$ cat src/rtl/riscv_v_stage_credit_rx.sv
// ============================================================================
// Module      : riscv_v_stage_credit_rx
// Description : Credit-managed receive FIFO at the tail of a fixed-latency
//               vector stage delay line. Optional same-cycle bypass is
//               enabled by defining RISCV_V_CREDIT_RX_BYPASS_EN.
// Revision    : 1.0 - initial release
// ============================================================================
`default_nettype none

module riscv_v_stage_credit_rx #(
    parameter int DATA_W = 32,
    parameter int DEPTH  = 4,
    parameter int CNT_W  = $clog2(DEPTH + 1)
) (
    input  logic              clk,
    input  logic              rst,
    input  logic              flush,
    input  logic              issue_valid,
    output logic              issue_ready,
    input  logic              pipe_valid,
    input  logic [DATA_W-1:0] pipe_data,
    output logic              out_valid,
    input  logic              out_ready,
    output logic [DATA_W-1:0] out_data,
    output logic [CNT_W-1:0]  credits,
    output logic [CNT_W-1:0]  occupancy,
    output logic              overflow_err
);

    localparam int               c_PTR_W = (DEPTH > 1) ? $clog2(DEPTH) : 1;
    localparam logic [c_PTR_W-1:0] c_LAST  = c_PTR_W'(DEPTH - 1);
    localparam logic [CNT_W-1:0]   c_DEPTH = CNT_W'(DEPTH);

    logic [DATA_W-1:0]  r_mem [DEPTH];
    logic [c_PTR_W-1:0] r_wr_ptr;
    logic [c_PTR_W-1:0] r_rd_ptr;
    logic [CNT_W-1:0]   r_credits;
    logic [CNT_W-1:0]   r_occupancy;
    logic               r_overflow_err;

    logic w_full;
    logic w_empty;
    logic w_bypass;
    logic w_take;
    logic w_pop;
    logic w_pop_mem;
    logic w_push;
    logic w_drop;

    function automatic logic [c_PTR_W-1:0] f_ptr_inc(input logic [c_PTR_W-1:0] ptr);
        return (ptr == c_LAST) ? '0 : ptr + c_PTR_W'(1);
    endfunction

    assign w_full  = (r_occupancy == c_DEPTH);
    assign w_empty = (r_occupancy == '0);

`ifdef RISCV_V_CREDIT_RX_BYPASS_EN
    // Empty FIFO with a ready consumer: hand the arriving item straight through.
    assign w_bypass  = w_empty & pipe_valid & out_ready & ~flush;
    assign out_valid = ~w_empty | w_bypass;
    assign out_data  = ~w_empty ? r_mem[r_rd_ptr] : (w_bypass ? pipe_data : '0);
`else
    assign w_bypass  = 1'b0;
    assign out_valid = ~w_empty;
    assign out_data  = w_empty ? '0 : r_mem[r_rd_ptr];
`endif

    assign issue_ready  = (r_credits != '0);
    assign credits      = r_credits;
    assign occupancy    = r_occupancy;
    assign overflow_err = r_overflow_err;

    // Handshakes are masked during flush so that cycle's inputs have no effect.
    assign w_take    = issue_valid & issue_ready & ~flush;
    assign w_pop     = out_valid & out_ready & ~flush;
    assign w_pop_mem = w_pop & ~w_bypass;
    assign w_push    = pipe_valid & ~flush & ~w_bypass & (~w_full | w_pop);
    assign w_drop    = pipe_valid & ~flush & w_full & ~w_pop;

    always_ff @(posedge clk) begin
        if (w_push) begin
            r_mem[r_wr_ptr] <= pipe_data;
        end
    end

    always_ff @(posedge clk) begin
        if (rst) begin
            r_wr_ptr       <= '0;
            r_rd_ptr       <= '0;
            r_credits      <= c_DEPTH;
            r_occupancy    <= '0;
            r_overflow_err <= 1'b0;
        end else if (flush) begin
            r_wr_ptr    <= '0;
            r_rd_ptr    <= '0;
            r_credits   <= c_DEPTH;
            r_occupancy <= '0;
        end else begin
            if (w_push) begin
                r_wr_ptr <= f_ptr_inc(r_wr_ptr);
            end
            if (w_pop_mem) begin
                r_rd_ptr <= f_ptr_inc(r_rd_ptr);
            end
            case ({w_take, w_pop})
                2'b10:   r_credits <= r_credits - CNT_W'(1);
                2'b01:   r_credits <= r_credits + CNT_W'(1);
                default: r_credits <= r_credits;
            endcase
            case ({w_push, w_pop_mem})
                2'b10:   r_occupancy <= r_occupancy + CNT_W'(1);
                2'b01:   r_occupancy <= r_occupancy - CNT_W'(1);
                default: r_occupancy <= r_occupancy;
            endcase
            if (w_drop) begin
                r_overflow_err <= 1'b1;
            end
        end
    end

endmodule

`default_nettype wire

$ cat config.mk
export PLATFORM = sky130hd
export DESIGN_NAME = riscv_v_stage_credit_rx
export DESIGN_NICKNAME = d
export VERILOG_FILES = /design/src/rtl/riscv_v_stage_credit_rx.sv
export SDC_FILE = /design/constraint.sdc
export NUM_CORES = 1
export LEC_CHECK = 0
export CAP_MARGIN = 30
export CORE_ASPECT_RATIO = 0.5
export CORE_MARGIN = 5
export CORE_UTILIZATION = 35
export DETAILED_ROUTE_END_ITERATION = 7
export GPL_TIMING_DRIVEN = 0
export PLACE_DENSITY = 0.64
export RECOVER_POWER = 100
export SLEW_MARGIN = 20
export SYNTH_ARGS = -nofsm -noshare
export SYNTH_HDL_FRONTEND = slang
export SYNTH_SLANG_ARGS = --single-unit
$ cat constraint.sdc
create_clock -name clk -period 3.25 [get_ports clk]
set_input_delay 0.65 -clock clk [delete_from_list [all_inputs] [get_ports clk]]
set_output_delay 0.65 -clock clk [all_outputs]
set_load 0.1 [all_outputs]
==> impl_summary.md <==
Setup path
STA classifies the critical path endpoint as an output port. On the worst path, the slowest cell contributes a delay of 0.97 ns. The critical path goes through buf_2 > mux4_2 > and2_1 > clkdlybuf4s50_1. At the worst endpoint, the arrival time is 2.51 ns. The worst-path cell with the longest stage delay is sky130_fd_sc_hd__clkdlybuf4s50_1. STA puts the critical path data required time at 2.60 ns. The critical path startpoint category is a register. The maximum fanout along the worst path is 5.

The path type of the worst setup path is register to output port.

STA
The max-slew violation total from the final report came to 0. Setup violations remaining at the end of the flow were counted as 0. The largest clock skew in the final design is 0.00816 ns. The remaining max-slew budget at the tightest pin is 0.226. The setup slack after layout is 0.0863 ns. The post-layout minimum cycle time is 3.16 ns.

Final hold analysis gives a worst-case slack of 0.468 ns. Timing would allow up to 0.316 GHz. The final worst-path cycle share is 0.973.

The number of failing hold endpoints at the final stage is 0. The transition time at the pin with the least slew margin is 1.17 ns. Setup repair after global routing could not meet its margin everywhere.

GRT
Entering global routing, the biggest net connects 25 pins. After global routing the overflow that remains totals 0. The met1 demand-to-capacity share in global routing is 0.135. The wire length of the first global-routing pass is 16700 um. The number of global-route vias before repair is 3089.

The met2 track demand over resource in global routing is 0.201. In the global route stage, overall resource usage came out at 0.115. The peak-usage layer in the global routing report is met2. The fraction of met3 tracks used by global routing is 0.0347. The initial antenna violation count is 0.

Cells and area
Relative to the synthesized area, the layout overhead comes to 31.2%. The final standard cell utilization of the core is 0.472. Counting the fill cells in the layout gives 1303.

The share of cells above drive strength 1 is 0.307. The register area is 0.00411 mm^2. In the layout the commonest cells are sky130_fd_sc_hd__edfxtp_1, sky130_fd_sc_hd__dlygate4sd3_1, sky130_fd_sc_hd__mux4_2. The footprint of the multi-input gates is 0.00141 mm^2.

The most frequent standard cell in the layout excluding fill and tap cells is sky130_fd_sc_hd__edfxtp_1. Once layout is done, the placed cells without fillers occupy 0.00733 mm^2. The layout net count is 431.

0 antenna diodes ended up in the layout.

Route
In this run the remaining antenna-violating nets after routing total 0. The via count normalized by instance count is 4.73. For this run, design rule violations remaining after detail routing come to 0. In this run, the number of DRC markers left after iteration 0 of detailed routing was 128. In the final routed layout, each cell accounts on average for 17.0 um. Detailed routing inserted a total of 2846 vias. The number of search-and-repair iterations in the first detailed-routing pass is 4. Summed over all layers, the routed wires come to 10200 um.

Hold path
The kind of path behind the tightest hold check is register to register.

Floorplan
For this configuration, the core starts out at a cell density of 0.360. In this run the core area contains 32 standard-cell rows. During I/O placement, the number of pins put on the boundary was 79.

The floorplan step defined a die boundary enclosing 0.0187 mm^2. The area of the placeable core is 0.0155 mm^2. The floorplan step set the die height to 99.3 um. The horizontal die dimension is 189 um.

Yosys
The post-synthesis instance total is 283. The xor/xnor cell area share of the yosys netlist is 0.00627. Of the total synthesized cell area, the portion taken by AND, OR, NAND and NOR gates is 0.0708.

The synthesized-area fraction occupied by ao, oa, aoi and oai cells is 0.0217. The number of warning messages in the yosys log is 0. The dominant combinational cell family by area after synthesis is multiplexers. A synthesized cell averages 19.7 um^2. The most used flip-flop cell after synthesis is sky130_fd_sc_hd__edfxtp_1. The number of nets handed over by synthesis was 329. Yosys mapped a number of flops with a built-in enable equal to 128.

The number of different library cells used by synthesis comes to 33. Of the post-synthesis cell area, the dominant cell type holds 0.688. The sequential fraction of the synthesis area is 0.735.

The cell type with the largest total area after synthesis is sky130_fd_sc_hd__edfxtp_1. Of the post-synthesis cell area, the part taken by muxes is 0.133. The fraction of registers with async set or reset after synthesis is 0.

The area share of fa/ha/maj cells after synthesis is 0.0206. Yosys attributes the largest share of cell area to sky130_fd_sc_hd__edfxtp_1, sky130_fd_sc_hd__mux4_2, sky130_fd_sc_hd__dfxtp_1. The post-synthesis cell area is 0.00559 mm^2.

The synthesized design contains 141 register bits.

Outcome
The flow ran to the end, and the final reports show no timing, DRC or antenna violations.

Placed design
The final weighted congestion of routability-driven global placement is 0.671. The HPWL after detailed placement is 6780 um. Before CTS, the worst setup slack after placement is -0.0305 ns. The count of buffers added on input and output ports is 78.

In this run the cell area measured after placement is 0.00676 mm^2.

Clocking
The maximum number of buffers from clock root to sink is 2. The tree is rooted in a sky130_fd_sc_hd__clkbuf_16. Clock tree synthesis inserted a total of 17 buffers. The total number of H-tree levels is 4. The clock reaches the later pin of the worst-skew pair after 0.41 ns. The number of clock sinks is 141. TritonCTS built the clock tree. The register clock-pin slew on the reported worst setup and hold paths is 0.05 ns.

Pwr
The leakage power is 2.38 nW. Across the VDD grid, the largest voltage drop is 0.285 mV. The power per unit of standard cell area is 586 mW/mm^2.

Run
Across the run, the number of max-cap violations was 0.
-- worst paths after layout --
check | start | end | slack [ns] | depth (start not counted)
worst max register to register | occupancy[2] | r_mem[0][30] | 0.70 | 4
worst min register to register | overflow_err | overflow_err | 0.47 | 2
worst max-delay path | register | out_data[0] | 0.09 | 4
worst min-delay path | overflow_err | overflow_err | 0.47 | 2
-- synthesized netlist by cell type, types with 2 or more instances --
master and count:
sky130_fd_sc_hd__nor2_1 12, sky130_fd_sc_hd__xnor2_1 2, sky130_fd_sc_hd__and2_1 36, sky130_fd_sc_hd__mux4_2 32
sky130_fd_sc_hd__fa_1 2, sky130_fd_sc_hd__xor2_1 2, sky130_fd_sc_hd__mux2i_1 2, sky130_fd_sc_hd__nand2b_1 2
sky130_fd_sc_hd__a21oi_1 3, sky130_fd_sc_hd__clkbuf_1 5, sky130_fd_sc_hd__inv_1 6, sky130_fd_sc_hd__a2111oi_4 2
sky130_fd_sc_hd__nor3_1 2, sky130_fd_sc_hd__edfxtp_1 128, sky130_fd_sc_hd__dfxtp_1 13, sky130_fd_sc_hd__o21ai_0 4
sky130_fd_sc_hd__ha_1 6, sky130_fd_sc_hd__nand2_1 3, sky130_fd_sc_hd__nor3_2 2, sky130_fd_sc_hd__buf_2 5
sky130_fd_sc_hd__or3_1 2
-- timing repair --
action	in CTS	in global routing
gates resized for setup	89	4
setup buffers	0	0
gates cloned	0	0
setup endpoints to repair	30	2
hold buffers	0	0
pin swaps	0	0
-- per-layer routing --
layer,share of wire,up-vias
met4,0.017,0
met2,0.52,44
met5,0,-
met1,0.42,1465
li1,-,1320
met3,0.040,17
-- power breakdown --
part	switching [mW]	internal [mW]	total, mW
logic	0.251	0.108	0.360
clock network	0.715	1.21	1.92
registers	0.00939	2.01	2.02
total	0.975	3.32	4.30
-- cell type report --
type	instances	area share
buffer	11	0.00786
clock buffer	18	0.0586
clock inverter	14	0.0229
inverter	7	0.00359
multi-input combinational	124	0.192
sequential	141	0.560
tap	204	0.0348
timing repair buffer	83	0.120
-- metrics by stage --
stage	total power, mW	std cells	TNS [ns]
6_report	4.30	602	0
5_1_grt	4.45	602	-0.00684
4_1_cts	4.36	602	0
3_5_place_dp	2.44	570	-0.0305
3_3_place_gp	2.43	565	-41.79
2_1_floorplan	2.30	283	0
-- state kept, by name, summed over array words and instances, names as in the netlist, named ones only --
name,flops
occupancy,3
r_mem,128
credits,3
r_wr_ptr,2
r_rd_ptr,2
overflow_err,1
-- critical path, delay by kind of cell, from the launching register on --
kind / cells / cell delay, ns
mux: 1 / 0.50
simple gates: 1 / 0.18
flops: 1 / 0.30
buf+inv: 2 / 1.13
-- kinds of logic (layout without fill, tap and decap cells) --
kind of cell | Yosys count | count (layout)
flip-flops | 141 | 141
AND/OR/NAND/NOR | 65 | 65
XOR/XNOR | 4 | 4
multiplexers | 34 | 34
AO/OA/AOI/OAI | 13 | 13
buffers and inverters | 18 | 133
adder cells (fa/ha/maj) | 8 | 8
Power figures use the tool's default switching activity.
